[config.mk]
export PLATFORM = sky130hd
export DESIGN_NAME = mux_out_accumulator
export DESIGN_NICKNAME = d
export VERILOG_FILES = /design/src/rtl/mux_out_accumulator_pkg.sv /design/src/rtl/mux_out_accumulator.sv
export SDC_FILE = /design/constraint.sdc
export NUM_CORES = 1
export LEC_CHECK = 0
export BUFFER_PORTS_ARGS = -buffer_cell sky130_fd_sc_hd__buf_2
export CELL_PAD_IN_SITES_DETAIL_PLACEMENT = 1
export CELL_PAD_IN_SITES_GLOBAL_PLACEMENT = 1
export CORE_MARGIN = 1.5
export CORE_UTILIZATION = 39
export DETAILED_ROUTE_END_ITERATION = 8
export PLACE_DENSITY_LB_ADDON = 0.2
export SYNTH_ARGS = -nofsm -noshare
export SYNTH_HDL_FRONTEND = slang
export SYNTH_SLANG_ARGS = --single-unit
[constraint.sdc]
create_clock -name clk -period 2.4 [get_ports clk]
set_input_delay 0.24 -clock clk [delete_from_list [all_inputs] [get_ports clk]]
set_output_delay 0.24 -clock clk [all_outputs]
set_load 0.02 [all_outputs]
[src/rtl/mux_out_accumulator_pkg.sv]
// Shared types and defaults for the mux result accumulator.
// SEL_W must track the select width of the upstream operation mux.
package mux_out_accumulator_pkg;

  localparam int DEF_DATA_W = 8;
  localparam int DEF_ACC_W  = 12;
  localparam int DEF_CNT_W  = 5;
  localparam int SEL_W      = 3;

  typedef enum logic [1:0] {
    IDLE  = 2'd0,
    ACCUM = 2'd1,
    DONE  = 2'd2
  } state_t;

endpackage

[src/rtl/mux_out_accumulator.sv]
// Sums a programmed number of mux results under valid/ready, then pulses done.
// Overflow is a sticky carry out of the accumulator, cleared by the next start.
module mux_out_accumulator
  import mux_out_accumulator_pkg::*;
#(
  parameter int DATA_W = DEF_DATA_W,
  parameter int ACC_W  = DEF_ACC_W,
  parameter int CNT_W  = DEF_CNT_W
) (
  input  logic              clk,
  input  logic              rst,
  input  logic              start,
  input  logic [CNT_W-1:0]  count,
  input  logic              in_valid,
  input  logic [DATA_W-1:0] in_data,
  input  logic [SEL_W-1:0]  in_sel,
  output logic              in_ready,
  output logic [ACC_W-1:0]  acc_out,
  output logic              busy,
  output logic              done,
  output logic              overflow,
  output logic [SEL_W-1:0]  last_sel
);

  state_t            state, state_nxt;
  logic [ACC_W-1:0]  acc;
  logic [CNT_W-1:0]  remaining;
  logic [ACC_W:0]    sum;
  logic              accept;
  logic              start_ok;

  // Unsigned wrap-around add; the MSB of the result is the carry out.
  function automatic logic [ACC_W:0] acc_add(input logic [ACC_W-1:0] a,
                                              input logic [DATA_W-1:0] d);
    acc_add = {1'b0, a} + {{(ACC_W + 1 - DATA_W){1'b0}}, d};
  endfunction

  assign sum      = acc_add(acc, in_data);
  assign accept   = in_valid && in_ready;
  assign start_ok = (state == IDLE) && start;
  assign acc_out  = acc;

  always_ff @(posedge clk or posedge rst) begin
    if (rst) state <= IDLE;
    else     state <= state_nxt;
  end

  always_comb begin
    state_nxt = state;
    in_ready  = 1'b0;
    busy      = 1'b0;
    done      = 1'b0;
    case (state)
      IDLE: begin
        if (start) state_nxt = (count != '0) ? ACCUM : DONE;
      end
      ACCUM: begin
        in_ready = 1'b1;
        busy     = 1'b1;
        if (accept && (remaining == CNT_W'(1))) state_nxt = DONE;
      end
      DONE: begin
        busy      = 1'b1;
        done      = 1'b1;
        state_nxt = IDLE;
      end
      default: state_nxt = IDLE;
    endcase
  end

  always_ff @(posedge clk or posedge rst) begin
    if (rst) begin
      acc       <= '0;
      overflow  <= 1'b0;
      remaining <= '0;
      last_sel  <= '0;
    end else if (start_ok) begin
      acc       <= '0;
      overflow  <= 1'b0;
      remaining <= count;
    end else if (accept) begin
      acc       <= sum[ACC_W-1:0];
      overflow  <= overflow | sum[ACC_W];
      remaining <= remaining - CNT_W'(1);
      last_sel  <= in_sel;
    end
  end

endmodule

==> impl_results.md, run 1 <==
- Status: finished clean
- Asr flop ratio synth: 1.00
- Final Skew: 0.00521 ns
- Port bufs: 38
- Worst setup SP type: flip-flop
- Synth top cells by count: 23 x dfrtp_1, 20 x nand2_1, 13 x a21oi_1, 13 x ha_1
- Arrival @ worst endpoint: 2.36 ns
- Die area: 0.00442 mm2
- Yosys top cell by area: dfrtp_1
- Global placer's final weighted congestion: 0.785
- Detailed placement HPWL: 3360 um
- Mapped Avg Cell Area: 9.04 um2
- Synthesized area: 0.00157 mm2
- Area grow syn2layout: 19.0%
- Pwr/cell area: 1110 mW/mm2
- Top_reg_cell synth: dfrtp_1
- Nets: 249
- CTS max path bufs: 2
- Final WS setup: 0.177 ns
- CTS Hold Bufs: 0
- Minimum clock period: 2.22 ns
- Most used routing layer: met2
- Fmax: 450 MHz
- Vias in the first global route: 1548
- Core Region: 0.00377 mm2
- Chip height: 66.5 um
- Met2 Resource Use GR: 0.376
- Slew at the pin closest to its max-slew limit: 0.908 ns
- DRT iter0 DRCs: 90
- Vias/cell: 5.63
- Synth unique cells: 43
- Worst setup EP type: flip-flop
- Share of the synthesized area in the top cell type: 0.366
- Crit Path Class: flip-flop to flip-flop
- Clock Sinks: 23
- Grt ovf: 0
- Clk pin slew, worst setup/hold paths: 0.09 ns
- Yosys warnings: 0
- Slew margin rel.: 0.394
- GR Util met3: 0.0203
- Post-synth EDFFs: 0
- H-tree Lvls: 1
- Final period util: 0.926
- Maximum capacitance violations: 0
- Die W: 66.5 um
- Reg2Reg Setup Slack: 0.18 ns
- Largest net degree at the start of global routing: 24
- Register Area: 576 um2
- Multi-input logic area: 930 um2
- Filler cell count: 476
- Largest cells by area after synthesis: dfrtp_1 37%, ha_1 10%, nand2_1 4.8%, a21oi_1 4.1%, inv_1 2.6%
- Row count: 22
- Final Hold Fails: 0
- Final setup viols: 0
- Clock root cell: clkbuf_8
- Initial antenna violation count: 0
- Post-synthesis sequential area ratio: 0.366
- 1st-pass router iterations: 4
- Fraction of layout cells with a size suffix above 1: 0.248
- Resized Gates After CTS: 0
- WL per Instance: 16.1 um
- Later-pin clock latency in the skew report: 0.27 ns
- Starting Density: 0.417
- CP max FO: 4
- # diodes: 0
- RSZ-0062 raised after global routing: no
- Detailed-route via count: 1474
- ANT nets after route: 0
- Setup WS pre-CTS: 0.171 ns
- Post-Route WL: 4210 um
- Cts bufs inserted: 3
- Synth Net Count: 208
- # IOs: 39
- Leakage: 0.930 nW
- Setup TNS: 0 ns
- Drc violations: 0
- # Post-CTS Setup Buffers: 0
- Worst vdd ir: 465 uV
- Fin. max-slew vios: 0
- TritonCTS clock tree: done
- Synthesized instance count: 174
- M1 GR Usage: 0.270
- Gr usage total: 0.211
- CP Data Required Time: 2.54 ns
- Register bit total from synthesis: 23
- First-pass GRT wire length: 7130 um
- Tightest Hold Check Type: primary input to async pin
- Count leader, synth: dfrtp_1
## per-layer routing
layer / wire length, um / up-vias
met2: 2130 / 37
li1: - / 716
met5: 0 / -
met4: 47 / 0
met1: 1880 / 715
met3: 154 / 6
## where the power goes
group	internal, W	switching, W
Combinational	0.000457	0.000711
Sequential	0.000531	0.000121
Clock	0.000119	0.000130
Total	0.00111	0.000962
## layout make-up
class / count / area share
multi-input cells: 134 / 0.497
flip-flops and latches: 23 / 0.307
repair buffers: 42 / 0.118
well taps: 48 / 0.0321
clock buffers: 4 / 0.0241
inverters: 11 / 0.0221
## sequential cells by signal, summed over array words and instances (netlist names)
register	cells
overflow	1
state	2
last_sel	3
acc_out	12
remaining	5
## layout by cell type (no fill, tap or decap), drive strengths merged, types with 2 or more instances in the layout
master and instances:
a211oi 3, mux2 3, nor2 11, or4 3, or3 3, mux2i 4, o41ai 2, nor2b 2
clkbuf 4, nand2 20, nor3 3, ha 13, o21ai 8, and3 2, nand3 4, xnor2 3
a22o 2, nor4 5, and2 4, a21o 4, a311oi 2, nand2b 2, o21a 2, dfrtp 23
buf 42, a21oi 13, a31oi 4, inv 11
## metrics by stage
step           total power [W]  hold WS [ns]  area (um2)   util  cells
5_1_grt                0.00225         0.205        1870  0.496    262
2_1_floorplan          0.00148         0.242        1570      -    174
6_report               0.00207         0.153        1870  0.496    262
4_1_cts                0.00209         0.191        1870  0.496    262
3_3_place_gp           0.00176         0.461        1830  0.484    258
3_5_place_dp           0.00183         0.477        1830  0.484    258
## final timing paths
kind,cells past startpoint,start,to
worst max-delay path,7,acc_out[0],acc_out[10]
worst min-delay path,2,rst,acc_out[0]
worst max register to register,7,acc_out[0],acc_out[10]
worst min register to register,2,overflow,overflow
max in group asynchronous,2,rst,acc_out[11]
min in group clk,2,in_sel[2],last_sel[2]
## cell families after synthesis
| logic type | Yosys count | share of synthesized area |
|---|---|---|
| XOR/XNOR | 4 | 0.0223 |
| flip-flops | 23 | 0.366 |
| AND/OR/NAND/NOR | 61 | 0.191 |
| AO/OA/AOI/OAI | 48 | 0.215 |
| multiplexers | 7 | 0.0469 |
| buffers and inverters | 17 | 0.0430 |
| adder cells (fa/ha/maj) | 14 | 0.116 |
## critical path, stage by stage, from the launching register on
cell      delay, ns
dfrtp_1        0.38
ha_1           0.22
inv_1          0.07
fa_1           0.39
nor2b_1        0.27
o2111a_1       0.28
nor4_1         0.07
or4_1          0.41
Power figures use the tool's default switching activity.
==> run 2, diff against run 1 <==
--- a/config.mk
+++ b/config.mk
@@ -11,6 +11,7 @@
 export CORE_MARGIN = 1.5
 export CORE_UTILIZATION = 39
 export DETAILED_ROUTE_END_ITERATION = 8
+export GPL_TIMING_DRIVEN = 0
 export PLACE_DENSITY_LB_ADDON = 0.2
 export SYNTH_ARGS = -nofsm -noshare
 export SYNTH_HDL_FRONTEND = slang
==> run 2 against run 1 <==
Against the previous run: worst setup slack improved by 0.0038 ns; combinational power barely moved; via count increased by 0.20%; cell count increased by 0.76%; clock-buffer cell count unchanged; critical path depth unchanged; critical endpoint unchanged.
==> impl_results.md, run 2 (synthesis results as in run 1) <==
- Status: finished clean
- Final setup viols: 0 (unchanged)
- Slowest CP cell: or4_1
- Fraction of layout cells with a size suffix above 1: 0.231 (-0.0162)
- Arrival @ worst endpoint: 2.36 ns (about the same)
- Area grow syn2layout: 18.8%
- Clk pin slew, worst setup/hold paths: 0.08 ns (about the same)
- Gr usage total: 0.211 (about the same)
- Global placer's final weighted congestion: 0.812 (+3.5%)
- Vias/cell: 5.59 (-0.56%)
- # Post-CTS Setup Buffers: 0 (unchanged)
- Pwr/cell area: 1090 mW/mm2 (-0.96%)
- Row count: 22 (unchanged)
- ANT nets after route: 0 (unchanged)
- CP Buf/Inv Count: 1 (unchanged)
- First-pass GRT wire length: 7130 um (about the same)
- Final WS setup: 0.181 ns (+0.00375 ns)
- Core Region: 0.00377 mm2 (unchanged)
- Setup TNS: 0 ns (unchanged)
- Fin. max-slew vios: 0 (unchanged)
- CP max FO: 4 (unchanged)
- Slowest stage delay, CP: 0.41 ns (about the same)
- Drc violations: 0 (unchanged)
- CTS Hold Bufs: 0 (unchanged)
- Worst setup EP type: flip-flop
- Fmax: 451 MHz (+0.17%)
- Setup WS pre-CTS: 0.205 ns (+0.0333 ns)
- TritonCTS clock tree: done
- Post-Route WL: 4190 um (-0.45%)
- Vias in the first global route: 1533 (-0.97%)
- CTS max path bufs: 2 (unchanged)
- Die area: 0.00442 mm2 (unchanged)
- Clock Sinks: 23 (unchanged)
- Nets: 251 (+0.80%)
- WL per Instance: 15.9 um (-1.2%)
- # diodes: 0 (unchanged)
- Final Skew: 0.00163 ns (-0.00358 ns)
- Tightest Hold Check Type: primary input to async pin
- Detailed-route via count: 1477 (+0.20%)
- Maximum capacitance violations: 0 (unchanged)
- CP Data Required Time: 2.54 ns (about the same)
- Later-pin clock latency in the skew report: 0.26 ns (about the same)
- Final Hold Fails: 0 (unchanged)
- Worst setup SP type: flip-flop
- Commonest non-fill, non-tap cell in the layout: buf_2
- Port bufs: 38 (unchanged)
- Worst path cell trace: ha_1, inv_1, fa_1, nor2b_1, o2111a_1, nor4_1, or4_1
- Grt ovf: 0 (unchanged)
- DRT iter0 DRCs: 55 (-39%)
- Worst vdd ir: 435 uV (-6.5%)
- 1st-pass router iterations: 6 (+2)
- Slew margin rel.: 0.387 (-0.00732)
- # IOs: 39 (unchanged)
- Final period util: 0.925 (-0.00156)
- RSZ-0062 raised after global routing: no
- Minimum clock period: 2.22 ns (-0.00375 ns)
- Chip height: 66.5 um (unchanged)
- Filler cell count: 466 (-2.1%)
- Die W: 66.5 um (unchanged)
- Initial antenna violation count: 0 (unchanged)
- Detailed placement HPWL: 3320 um (-1.2%)
- Max FFs per register: 12 (unchanged)
- Crit Path Class: flip-flop to flip-flop
- Most frequent cells in the layout: 38 x buf_2, 23 x dfrtp_1, 20 x nand2_1, 13 x a21oi_1, 13 x ha_1
- Slew at the pin closest to its max-slew limit: 0.919 ns (+0.0110 ns)
- H-tree Lvls: 1 (unchanged)
- Leakage: 0.922 nW (-0.86%)
- Cts bufs inserted: 3 (unchanged)
- Starting Density: 0.417 (unchanged)
- Resized Gates After CTS: 0 (unchanged)
- Largest net degree at the start of global routing: 24 (unchanged)
- Largest delay share family, worst path: simple AND/OR/NAND/NOR gates
- Clock root cell: clkbuf_8
run 2: cell count changes in the layout (fill, tap and decap cells not counted), sizes merged:
cell and delta:
clkbuf +5, buf -3
run 2: final cells by class:
type | count | area, um2 | area share
plain buffers | 6 | 26.3 | 0.0141
repair buffers | 38 | 190 | 0.102
multi-input cells | 134 | 930 | 0.498
clock buffers | 4 | 45.0 | 0.0241
well taps | 48 | 60.1 | 0.0322
flip-flops and latches | 23 | 576 | 0.308
inverters | 11 | 41.3 | 0.0221
run 2: metal layers:
metal	track usage	share of wire	up-vias
met3	0.0304	0.027	5
li1	-	-	717
met1	0.268	0.45	730
met4	0.0536	0.0093	0
met2	0.374	0.52	25
met5	0	0	-
run 2: per-stage QoR:
step / std cells / cell area [um2] / utilization / hold WS [ns] / total power [W]
after detailed placement: 260 / 1820 / 0.483 / 0.477 / 0.00181
after global routing: 264 / 1870 / 0.495 / 0.203 / 0.00223
final: 264 / 1870 / 0.495 / 0.165 / 0.00204
after floorplan: 174 / 1570 / - / 0.242 / 0.00148
after CTS: 264 / 1870 / 0.495 / 0.201 / 0.00207
after global placement: 260 / 1820 / 0.483 / 0.462 / 0.00175
run 2: path summary, 6_finish.rpt:
path | startpoint | end | slack (ns) | cells past startpoint
max | acc_out[0] | acc_out[10] | 0.18 | 7
min | rst | acc_out[1] | 0.17 | 2
max reg2reg | acc_out[0] | acc_out[10] | 0.18 | 7
min reg2reg | overflow | overflow | 0.49 | 2
max in group asynchronous | rst | acc_out[4] | 1.68 | 2
min in group clk | in_sel[2] | last_sel[2] | 0.20 | 2
run 2: where the power goes:
part	internal [W]	total [W]	switching [W]
registers	0.000531	0.000651	0.000121
logic	0.000445	0.00115	0.000703
clock network	0.000119	0.000246	0.000127
total	0.00109	0.00204	0.000950
